==> src/rtl/framebuffer_pkg.sv <==
// Shared framebuffer constants and the pixel reader state encoding.
package framebuffer_pkg;

    localparam int unsigned DEFAULT_DATA_WIDTH     = 32;
    localparam int unsigned DEFAULT_ADDRESS_LENGTH = 14;
    localparam int unsigned DEFAULT_FRAME_WORDS    = 9600;
    localparam int unsigned BIT_INDEX_WIDTH        = $clog2(DEFAULT_DATA_WIDTH);

    typedef enum logic [1:0] {
        ST_IDLE,
        ST_FETCH_FIRST,
        ST_WAIT_FIRST,
        ST_STREAM
    } reader_state_e;

endpackage

==> src/rtl/pixel_shift_buffer.sv <==
// Double-buffered word serialiser: MSB-first shift register fed from a prefetch slot.
module pixel_shift_buffer
    import framebuffer_pkg::*;
#(
    parameter int unsigned DATA_WIDTH = DEFAULT_DATA_WIDTH
) (
    input  logic                  clk,
    input  logic                  reset,
    input  logic                  load,
    input  logic                  prefetch,
    input  logic                  accept,
    input  logic [DATA_WIDTH-1:0] data,
    output logic                  pixel,
    output logic                  prefetch_full,
    output logic                  last_bit_c
);

    localparam int unsigned IDX_WIDTH = $clog2(DATA_WIDTH);

    logic [DATA_WIDTH-1:0] shift_reg;
    logic [DATA_WIDTH-1:0] slot;
    logic [IDX_WIDTH-1:0]  bit_index;

    assign last_bit_c = (bit_index == IDX_WIDTH'(DATA_WIDTH - 1));
    assign pixel      = shift_reg[DATA_WIDTH-1];

    // The slot is zeroed when consumed so an exhausted frame leaves pixel low.
    always_ff @(posedge clk) begin
        if (reset) begin
            shift_reg     <= '0;
            slot          <= '0;
            prefetch_full <= 1'b0;
            bit_index     <= '0;
        end else begin
            if (load) begin
                shift_reg <= data;
                bit_index <= '0;
            end else if (accept) begin
                if (last_bit_c) begin
                    shift_reg     <= slot;
                    slot          <= '0;
                    prefetch_full <= 1'b0;
                    bit_index     <= '0;
                end else begin
                    shift_reg <= {shift_reg[DATA_WIDTH-2:0], 1'b0};
                    bit_index <= bit_index + IDX_WIDTH'(1);
                end
            end
            if (prefetch) begin
                slot          <= data;
                prefetch_full <= 1'b1;
            end
        end
    end

endmodule

==> src/rtl/framebuffer_pixel_reader.sv <==
// Linear framebuffer scanner: fetches words from block RAM and streams them as 1-bit pixels.
module framebuffer_pixel_reader
    import framebuffer_pkg::*;
#(
    parameter int unsigned DATA_WIDTH     = DEFAULT_DATA_WIDTH,
    parameter int unsigned ADDRESS_LENGTH = DEFAULT_ADDRESS_LENGTH,
    parameter int unsigned FRAME_WORDS    = DEFAULT_FRAME_WORDS
) (
    input  logic                      clk,
    input  logic                      reset,
    input  logic                      start_frame,
    output logic                      rd_en,
    output logic [ADDRESS_LENGTH-1:0] rd_addr,
    input  logic [DATA_WIDTH-1:0]     rd_data,
    output logic                      pixel_out,
    output logic                      pixel_valid,
    input  logic                      pixel_ready,
    output logic                      busy,
    output logic                      frame_done
);

    localparam int unsigned CNT_WIDTH = ADDRESS_LENGTH + 1;

    reader_state_e        state;
    reader_state_e        state_next;
    logic [CNT_WIDTH-1:0] words_issued;
    logic                 rd_pending;
    logic                 prefetch_full;
    logic                 last_bit;
    logic                 accept;
    logic                 word_end;
    logic                 frame_end;
    logic                 more_words;
    logic                 start_accept;
    logic                 load;
    logic                 prefetch;
    logic                 issue;

    assign accept     = pixel_valid && pixel_ready;
    assign word_end   = accept && last_bit;
    assign frame_end  = (state == ST_STREAM) && word_end && !prefetch_full;
    assign more_words = (words_issued < CNT_WIDTH'(FRAME_WORDS));

    always_ff @(posedge clk) begin
        if (reset) state <= ST_IDLE;
        else       state <= state_next;
    end

    always_comb begin
        state_next = state;
        case (state)
            ST_IDLE:        if (start_frame && !frame_done) state_next = ST_FETCH_FIRST;
            ST_FETCH_FIRST: state_next = ST_WAIT_FIRST;
            ST_WAIT_FIRST:  state_next = ST_STREAM;
            ST_STREAM:      if (frame_end) state_next = ST_IDLE;
            default:        state_next = ST_IDLE;
        endcase
    end

    // Next read is issued in the first cycle a fresh word sits in the shift register.
    always_comb begin
        start_accept = 1'b0;
        load         = 1'b0;
        prefetch     = 1'b0;
        issue        = 1'b0;
        case (state)
            ST_IDLE:       start_accept = start_frame && !frame_done;
            ST_WAIT_FIRST: begin
                load  = 1'b1;
                issue = more_words;
            end
            ST_STREAM: begin
                prefetch = rd_pending;
                issue    = word_end && prefetch_full && more_words;
            end
            default: ;
        endcase
    end

    always_ff @(posedge clk) begin
        if (reset) begin
            rd_en        <= 1'b0;
            rd_addr      <= '0;
            rd_pending   <= 1'b0;
            words_issued <= '0;
            pixel_valid  <= 1'b0;
            busy         <= 1'b0;
            frame_done   <= 1'b0;
        end else begin
            rd_en      <= start_accept || issue;
            rd_pending <= rd_en;
            frame_done <= frame_end;
            if (start_accept) begin
                rd_addr      <= '0;
                words_issued <= CNT_WIDTH'(1);
            end else if (issue) begin
                rd_addr      <= rd_addr + ADDRESS_LENGTH'(1);
                words_issued <= words_issued + CNT_WIDTH'(1);
            end
            if (start_accept)   busy <= 1'b1;
            else if (frame_end) busy <= 1'b0;
            if (load)           pixel_valid <= 1'b1;
            else if (frame_end) pixel_valid <= 1'b0;
        end
    end

    pixel_shift_buffer #(
        .DATA_WIDTH(DATA_WIDTH)
    ) u_shift_buffer (
        .clk          (clk),
        .reset        (reset),
        .load         (load),
        .prefetch     (prefetch),
        .accept       (accept),
        .data         (rd_data),
        .pixel        (pixel_out),
        .prefetch_full(prefetch_full),
        .last_bit_c   (last_bit)
    );

endmodule

==> config.mk <==
export PLATFORM = sky130hd
export DESIGN_NAME = framebuffer_pixel_reader
export DESIGN_NICKNAME = d
export VERILOG_FILES = /design/src/rtl/framebuffer_pkg.sv /design/src/rtl/pixel_shift_buffer.sv /design/src/rtl/framebuffer_pixel_reader.sv
export SDC_FILE = /design/constraint.sdc
export NUM_CORES = 1
export LEC_CHECK = 0
export CELL_PAD_IN_SITES_DETAIL_PLACEMENT = 2
export CELL_PAD_IN_SITES_GLOBAL_PLACEMENT = 2
export CORE_MARGIN = 5
export CORE_UTILIZATION = 24
export DETAILED_ROUTE_END_ITERATION = 10
export GPL_ROUTABILITY_DRIVEN = 0
export PLACE_DENSITY = 0.71
export SYNTH_ARGS = -nofsm -noshare
export SYNTH_HDL_FRONTEND = slang
export SYNTH_SLANG_ARGS = --single-unit
==> constraint.sdc <==
create_clock -name clk -period 2.2 [get_ports clk]
set_input_delay 0.44 -clock clk [delete_from_list [all_inputs] [get_ports clk]]
set_output_delay 0.44 -clock clk [all_outputs]
set_load 0.05 [all_outputs]
# Word-level counts from Yosys, hierarchy flattened
# Cells that the tools add are included.
# Widths: inputs -> output; s select.
# op_classes
addsub	3
multipliers	0
n_div	0
n_lt_le_gt_ge	1
eq_ne	7
shift	0
mux	24
n_bitwise	0
n_reduce_logical	21
# op_table
cell	count
$mux 32	7
$add 15x1->15 const B	1
$lt 15x14->1 const B	1
$add 14x1->14 const B	1
$mux 1	12
$reduce_bool 2->1	6
$pmux 2 s4	1
$logic_and 1x1->1	7
$add 5x1->5 const B	1
$eq 5x5->1 const B	1
$mux 5	1
$eq 2x2->1 const B	2
$mux 2	2
$ne 2x2->1 const B	2
$reduce_or 2->1	2
$reduce_and 3->1	1
$eq 2x1->1 const B	1
$logic_not 1->1	2
$logic_not 2->1	1
$ne 2x1->1 const B	1
$pmux 1 s2	1
$reduce_and 2->1	1
$logic_or 1x1->1	1
# totals
regBits	106
latchBits	0
mem_bits_rw	0
mem_bits_ro	0
input_bits	36
output_inout_bits	19
word_cells	69
memories	0

# Logic depth before layout (Yosys ltp)
# Gate-level depths: netlist of the first run.
# logic_depth
depth_word	7
ltp_mapped	10
depth_no_buf	7

# Modules after synthesis
# From an unflattened synthesis of the first run, not the netlist that was laid out.
# unflattened
hier_cells	597
hier_area_um2	5122.4
# modules_own_cells
module	instances	cells_per_inst	area_each_um2	seq_area_each_um2
pixel_shift_buffer	1	386	3316.9	1401.3
framebuffer_pixel_reader	1	211	1805.5	720.7

# Worst setup path before layout of the first run
# Ideal clock, no wire load.
# synth_path
kind	reg2reg
from	register u_shift_buffer.bit_index[0]
to	register rd_addr[8]
arrival_ns	2.038
required_ns	2.085
setup_slack_ns	0.047
stages_incl_launch_ff	11
n_path_buf	3
path_cell_list	dfxtp_1 -> ha_1 -> and3_1 -> ha_1 -> buf_2 -> and4b_1 -> a21oi_2 -> buf_2 -> buf_2 -> nor4_1 -> o21a_1
# synth_via
elab_chain_len	5
# synth_rtl
item	line	rtl
from (decl)	pixel_shift_buffer.sv:22	logic [IDX_WIDTH-1:0] bit_index;
from (signal assigned)	pixel_shift_buffer.sv:46	bit_index <= bit_index + IDX_WIDTH'(1);
$eq 5x5->1	pixel_shift_buffer.sv:24	assign last_bit_c = (bit_index == IDX_WIDTH'(DATA_WIDTH - 1));
$logic_and 1x1->1	framebuffer_pixel_reader.sv:40	assign word_end = accept && last_bit;
$logic_and 1x1->1 (2 in a row)	framebuffer_pixel_reader.sv:74	issue = word_end && prefetch_full && more_words;
$pmux 1 s2	framebuffer_pixel_reader.sv:66	case (state)
to (signal assigned)	framebuffer_pixel_reader.sv:97	rd_addr <= rd_addr + ADDRESS_LENGTH'(1);
to (decl)	framebuffer_pixel_reader.sv:13	output logic [ADDRESS_LENGTH-1:0] rd_addr,
# Every way passes these cells.
# A chain may end at the register's enable or synchronous reset.

# Final worst setup path of the first run
# layout_path
from	register u_shift_buffer.bit_index[1]
to	register words_issued[2]
# layout_via
elab_chain_len	5
# layout_rtl
item	line	rtl
$eq 5x5->1	pixel_shift_buffer.sv:24	
$logic_and 1x1->1	framebuffer_pixel_reader.sv:40	
$logic_and 1x1->1 (2 in a row)	framebuffer_pixel_reader.sv:74	
$pmux 1 s2	framebuffer_pixel_reader.sv:66	
to (signal assigned)	framebuffer_pixel_reader.sv:98	words_issued <= words_issued + CNT_WIDTH'(1);
to (decl)	framebuffer_pixel_reader.sv:26	logic [CNT_WIDTH-1:0] words_issued;
# Every way passes these cells.

==> metrics, run 1 <==
status=completed; htree depth=3; Logic pwr share=a little under a third; drt wl/cell=17.8 um; Critical Path RT=2490 ps; io pins=55; ratio of cells with drive above 1 in the final layout=8.31%; Gate Count Post-Synth=573; crit path kind=reg -> reg; CP Cell Sequence=ha_2 > and3_4 > ha_4 > and4b_1 > a21oi_4 > clkbuf_16 > or4_1 > a21oi_1; GRT overflow=0; post-synthesis register bit count=between 100 and 150; DP Area=5800 um2; DIE HEIGHT=153 um; ANT cells=0; Top FF cell, synth=dfxtp_1; Pleak=1.99 nW; area grow syn2layout=26.4%; Die Wd=153 um; max cap viols=0; Worst-Skew Late Latency=360 ps; post-synthesis mux area share=under 10%; Register-to-Register Path Depth=8; Async SR Flop Fraction=0%; Hold/Removal Path Class=in -> reg; CTS root buf=clkbuf_16; CTS tree=built; cts hold-fix bufs=0; final hold viol count=0; Syn Nets=617; met2 usage=22.3%; Psw=1.95 mW; Synth Area in Simple Gates=20.5%; Detail Placement HPWL=9750 um; largest net degree at the start of global routing=83; initial antenna violation count=0; GR Layer Usage met3=approximately 2.8%; Port Buffers=54; Pint=roughly 3.8 mW; Post-Route WL=approximately 16000 um; post-synthesis cell area=4920 um2; clk_skew=9.43 ps; Detailed Routing Iterations Pass 1=4; Peak VDD IR=0.000379 V; clock sink count=approximately 110; setup TNS=0 ps; starting density of the core=24.3%; final worst-path cycle share=between 90 and 100%; DR iter-0 viols=approximately 160; CORE AREA=about 20000 um2; slowest stage delay, CP=470 ps; commonest non-fill, non-tap cell in the layout=dfxtp_1; first-pass GRT wire length=25300 um; sequential cell area fraction in the yosys report=a little over two fifths; Final nets=654; Clock Power Share=29.8%; setup violators final=0; crit end category=register; die area=23400 um2; main area contributors after synthesis=dfxtp_1 43%, mux2i_1 8.3%, a211o_1 5.7%; Slowest cell on crit path=or4_1; Synthesis Warnings=0; post-synth top area share=43.2%; WHS=345 ps; sw frac=approximately 34%; largest family of logic cells by synthesized area=compound AO/OA/AOI/OAI gates; Fmax achieved=465 MHz; hold path depth=2; Slew headroom=approximately 42%; Num CTS Buffers=9; GRT Util Overall=~13%; CP arrival=2440 ps; most frequent cells in the layout=105 x dfxtp_1, 70 x nor2_1, 54 x a21oi_1; Post-Synth XOR/XNOR Area=0%; final routed DRC violation total=0; final instance area=approximately 6200 um2; met1 usage in global routing=between 10% and 20%; synthesized area per cell=8.58 um2; Synth Area in Compound Gates=21.4%; drt via density=5.10; Synth Area in Adders=2.04%; EDFF count, synth=0; Reg clk slew, reported paths=80 ps; fin crit period=2150 ps; part of the power in registers=40.1%; post-synth top area cell=dfxtp_1; final antenna-violating net count=0; pins over their slew limit=0; Synth cell types=38; vias=roughly 4.5k; CP Max Fanout=11; num rows=52; layer with the highest usage=met2; startpoint types=register; PwrDens=slightly above 900 nW/um2; Least-Margin Pin Slew=863 ps; Clock Path Buffers=2; vias in the first global route=just under 5k
[routing by layer]
layer  vias to the layer above  part of all wire [%]
met4                         0                  0.88
met1                      2281                    45
met2                        58                    51
li1                       2159                     -
met3                         8                   3.1
met5                         -                     0
[area by class of cell]
cell class / count / area [um2]
repair buffers: 75 / 803
multi-input cells: 411 / 2620
well taps: 270 / 338
clock buffers: 9 / 225
fillers: 2259 / 14000
clock inverters: 6 / 76.3
flip-flops and latches: 106 / 2120
inverters: 7 / 26.3
[worst paths after layout]
kind	start	to	slack, ps
worst max register to register	u_shift_buffer.bit_index[1]	words_issued[2]	50
worst min-delay path	reset	words_issued[0]	350
worst max-delay path	u_shift_buffer.bit_index[1]	words_issued[2]	50
worst min register to register	rd_en	rd_pending	500
[synth_stat cells, types with 9 or more instances]
| cell | instances |
|---|---|
| dfxtp_1 | 106 |
| nor2_1 | 70 |
| a21oi_1 | 55 |
| nand2_1 | 49 |
| mux2i_1 | 41 |
| clkbuf_1 | 37 |
| a22oi_1 | 33 |
| a211o_1 | 32 |
| nand3_1 | 17 |
| or4_1 | 15 |
| o31ai_1 | 14 |
| buf_2 | 11 |
| nor4_1 | 9 |
| or3_1 | 9 |
[what timing repair did]
action | CTS | global route
endpoints found under the setup margin | 1 | 20
setup buffers | 0 | 2
pin swaps | 0 | 2
resized for setup | 1 | 8
gates cloned | 0 | 2
[worst max-delay path: cells and delay by family, from the launching register on]
kind            cells  cell delay [ps]
compound gates      2              300
fa+ha+maj           2              340
buf+inv             1              190
flops               1              340
simple gates        3              920
[cell families (layout without fill, tap and decap cells)]
| kind of cell | count (synthesis) | in the layout |
|---|---|---|
| buf+inv | 56 | 97 |
| mux | 41 | 41 |
| flops | 106 | 106 |
| simple gates | 206 | 206 |
| compound gates | 156 | 156 |
| fa+ha+maj | 8 | 8 |
[power groups by stage]
| stage | Sequential, mW | Combinational, mW | Clock (mW) |
|---|---|---|---|
| finish | 2.29 | 1.71 | 1.70 |
| CTS | 2.29 | 1.63 | 1.76 |
| global route | 2.32 | 1.90 | 1.83 |
| floorplan | 2.38 | 1.06 | 0 |
| detailed placement | 2.34 | 1.62 | 0 |
| global placement | 2.32 | 1.53 | 0 |
[per-stage QoR]
stage          setup slack (ps)  total power [mW]  util [%]  std cells
3_3_place_gp                126              3.85      28.7        865
2_1_floorplan              47.4              3.44         -        573
5_1_grt                   -47.5              6.05      30.7        884
6_report                   50.0              5.71      30.7        884
4_1_cts                    5.44              5.69      30.2        880
3_5_place_dp              -16.1              3.96      28.7        865
Power figures use the tool's default switching activity.
==> run 2, diff against run 1 <==
==> constraint.sdc (replaced) <==
create_clock -name clk -period 2.2 [get_ports clk]
set_input_delay 0.22 -clock clk [delete_from_list [all_inputs] [get_ports clk]]
set_output_delay 0.22 -clock clk [all_outputs]
set_load 0.05 [all_outputs]
==> metrics, run 2 (synthesized netlist as in run 1, its figures left out) <==
crit-path most repeated cell=ha_4; CORE AREA=20200 um2 (unchanged); max cap viols=0 (unchanged); Port Buffers=54 (unchanged); CTS root buf=clkbuf_16; vias in the first global route=4924 (+1.5%); num rows=52 (unchanged); Multi-input gate area=2650 um2 (+0.95%); io pins=55 (unchanged); slowest stage delay, CP=510 ps (+40 ps); clock sink count=106 (unchanged); vias=4513 (+0.16%); setup violators final=0 (unchanged); Pwr Total=5.70 mW (-0.21%); DIE HEIGHT=153 um (unchanged); crit end category=register; drt wl/cell=18.0 um (+1.3%); first-pass GRT wire length=25400 um (+0.52%); Fillers=2282 (+1.0%); Worst-Skew Late Latency=360 ps (about the same); setup slack after layout=79.7 ps (+29.7 ps); GRT Util Overall=13.1% (+0.30 points); Num CTS Buffers=9 (unchanged); final cell count without fillers=880 (-0.45%); Detailed Routing Iterations Pass 1=4 (unchanged); Detail Placement HPWL=9990 um (+2.5%); Peak VDD IR=0.000403 V (+6.2%); starting density of the core=24.3% (unchanged); Least-Margin Pin Slew=779 ps (-83.6 ps); Post-Route WL=15900 um (+0.81%); final antenna-violating net count=0 (unchanged); register area=2130 um2 (+0.18%); met2 wire len=8230 um (+3.1%); met3 routed wirelength=444 um (-10%); DP Area=5780 um2 (-0.47%); highest routed layer=met4; PwrDens=917 nW/um2 (-0.15%); ratio of cells with drive above 1 in the final layout=8.69% (+0.38 points); crit path kind=reg -> reg; Hold/Removal Path Class=in -> reg; Die Wd=153 um (unchanged); area grow syn2layout=26.4% (about the same); CP Cell Sequence=ha_4 > and3_4 > ha_4 > and4b_2 > a21oi_4 > clkbuf_16 > or4_1 > a21oi_1; Slowest cell on crit path=or4_1; pre-CTS setup slack=-12.3 ps (+3.80 ps); Reg clk slew, reported paths=80 ps (about the same); DR iter-0 viols=172 (+6.2%); final core occ=30.7% (about the same); largest net degree at the start of global routing=72 (-13%); RSZ-0062 raised after global routing=false; die area=23400 um2 (unchanged); final instance area=6210 um2 (about the same); startpoint types=register; Clock Path Buffers=2 (unchanged); Critical Path RT=2480 ps (about the same); CP Max Fanout=11 (unchanged); initial antenna violation count=0 (unchanged); clk_skew=10.5 ps (+1.06 ps); CTS tree=built; status=completed; final hold viol count=0 (unchanged); Pleak=1.94 nW (-2.4%); fin crit period=2120 ps (-29.7 ps); CP arrival=2400 ps (-40 ps); Slew headroom=48.0% (+5.8 points); htree depth=3 (unchanged); drt via density=5.13 (+0.61%); GRT overflow=0 (unchanged); most frequent cells in the layout=104 x dfxtp_1, 70 x nor2_1, 53 x clkdlybuf4s50_1; Final nets=649 (-0.76%); Fmax achieved=472 MHz (+1.4%); setup TNS=0 ps (unchanged); WL met1=7030 um (-1.2%); pins over their slew limit=0 (unchanged); dpl cells=861 (-0.46%); commonest non-fill, non-tap cell in the layout=dfxtp_1; ANT cells=0 (unchanged); final worst-path cycle share=96.4% (-1.3 points); WHS=376 ps (+31.1 ps); final routed DRC violation total=0 (unchanged)
-- run 2: final timing paths --
| kind | startpoint | slack [ps] | endpoint | cells past startpoint |
|---|---|---|---|---|
| worst max-delay path | u_shift_buffer.bit_index[0] | 80 | rd_addr[4] | 8 |
| worst min-delay path | reset | 380 | u_shift_buffer.slot[4] | 2 |
| worst max register to register | u_shift_buffer.bit_index[0] | 80 | rd_addr[4] | 8 |
| worst min register to register | rd_addr[13] | 480 | rd_addr[13] | 2 |
-- run 2: area by class of cell --
class | count | area share (%)
Clock buffer | 10 | 3.85
Clock inverter | 6 | 0.806
Inverter | 7 | 0.423
Multi-Input combinational cell | 411 | 42.6
Sequential cell | 106 | 34.2
Tap cell | 270 | 5.44
Timing Repair Buffer | 70 | 12.6
-- run 2: critical path, delay by kind of cell, from the launching register on --
family,cells,cell delay [ps]
AOI/OAI and AO/OA,2,250
adders and majority gates,2,290
and+or+nand+nor,3,960
DFF,1,370
buffers and inverters,1,190
-- run 2: power by group --
| part | internal [mW] | switching [mW] | total, mW |
|---|---|---|---|
| logic | 0.750 | 1.03 | 1.78 |
| registers | 2.14 | 0.150 | 2.29 |
| clock network | 0.813 | 0.806 | 1.62 |
-- run 2: timing repair --
action,4_1_cts,5_1_grt
pin swaps,1,7
cloned,0,3
resized for setup,3,14
hold buffers,0,0
buffers inserted,0,0
setup endpoints to repair,11,17
-- run 2: metal layers --
metal  up-vias  track usage [%]
met4         0             2.84
met5         -                0
met1      2289             15.5
li1       2157                -
met3        11             3.28
met2        56             23.8
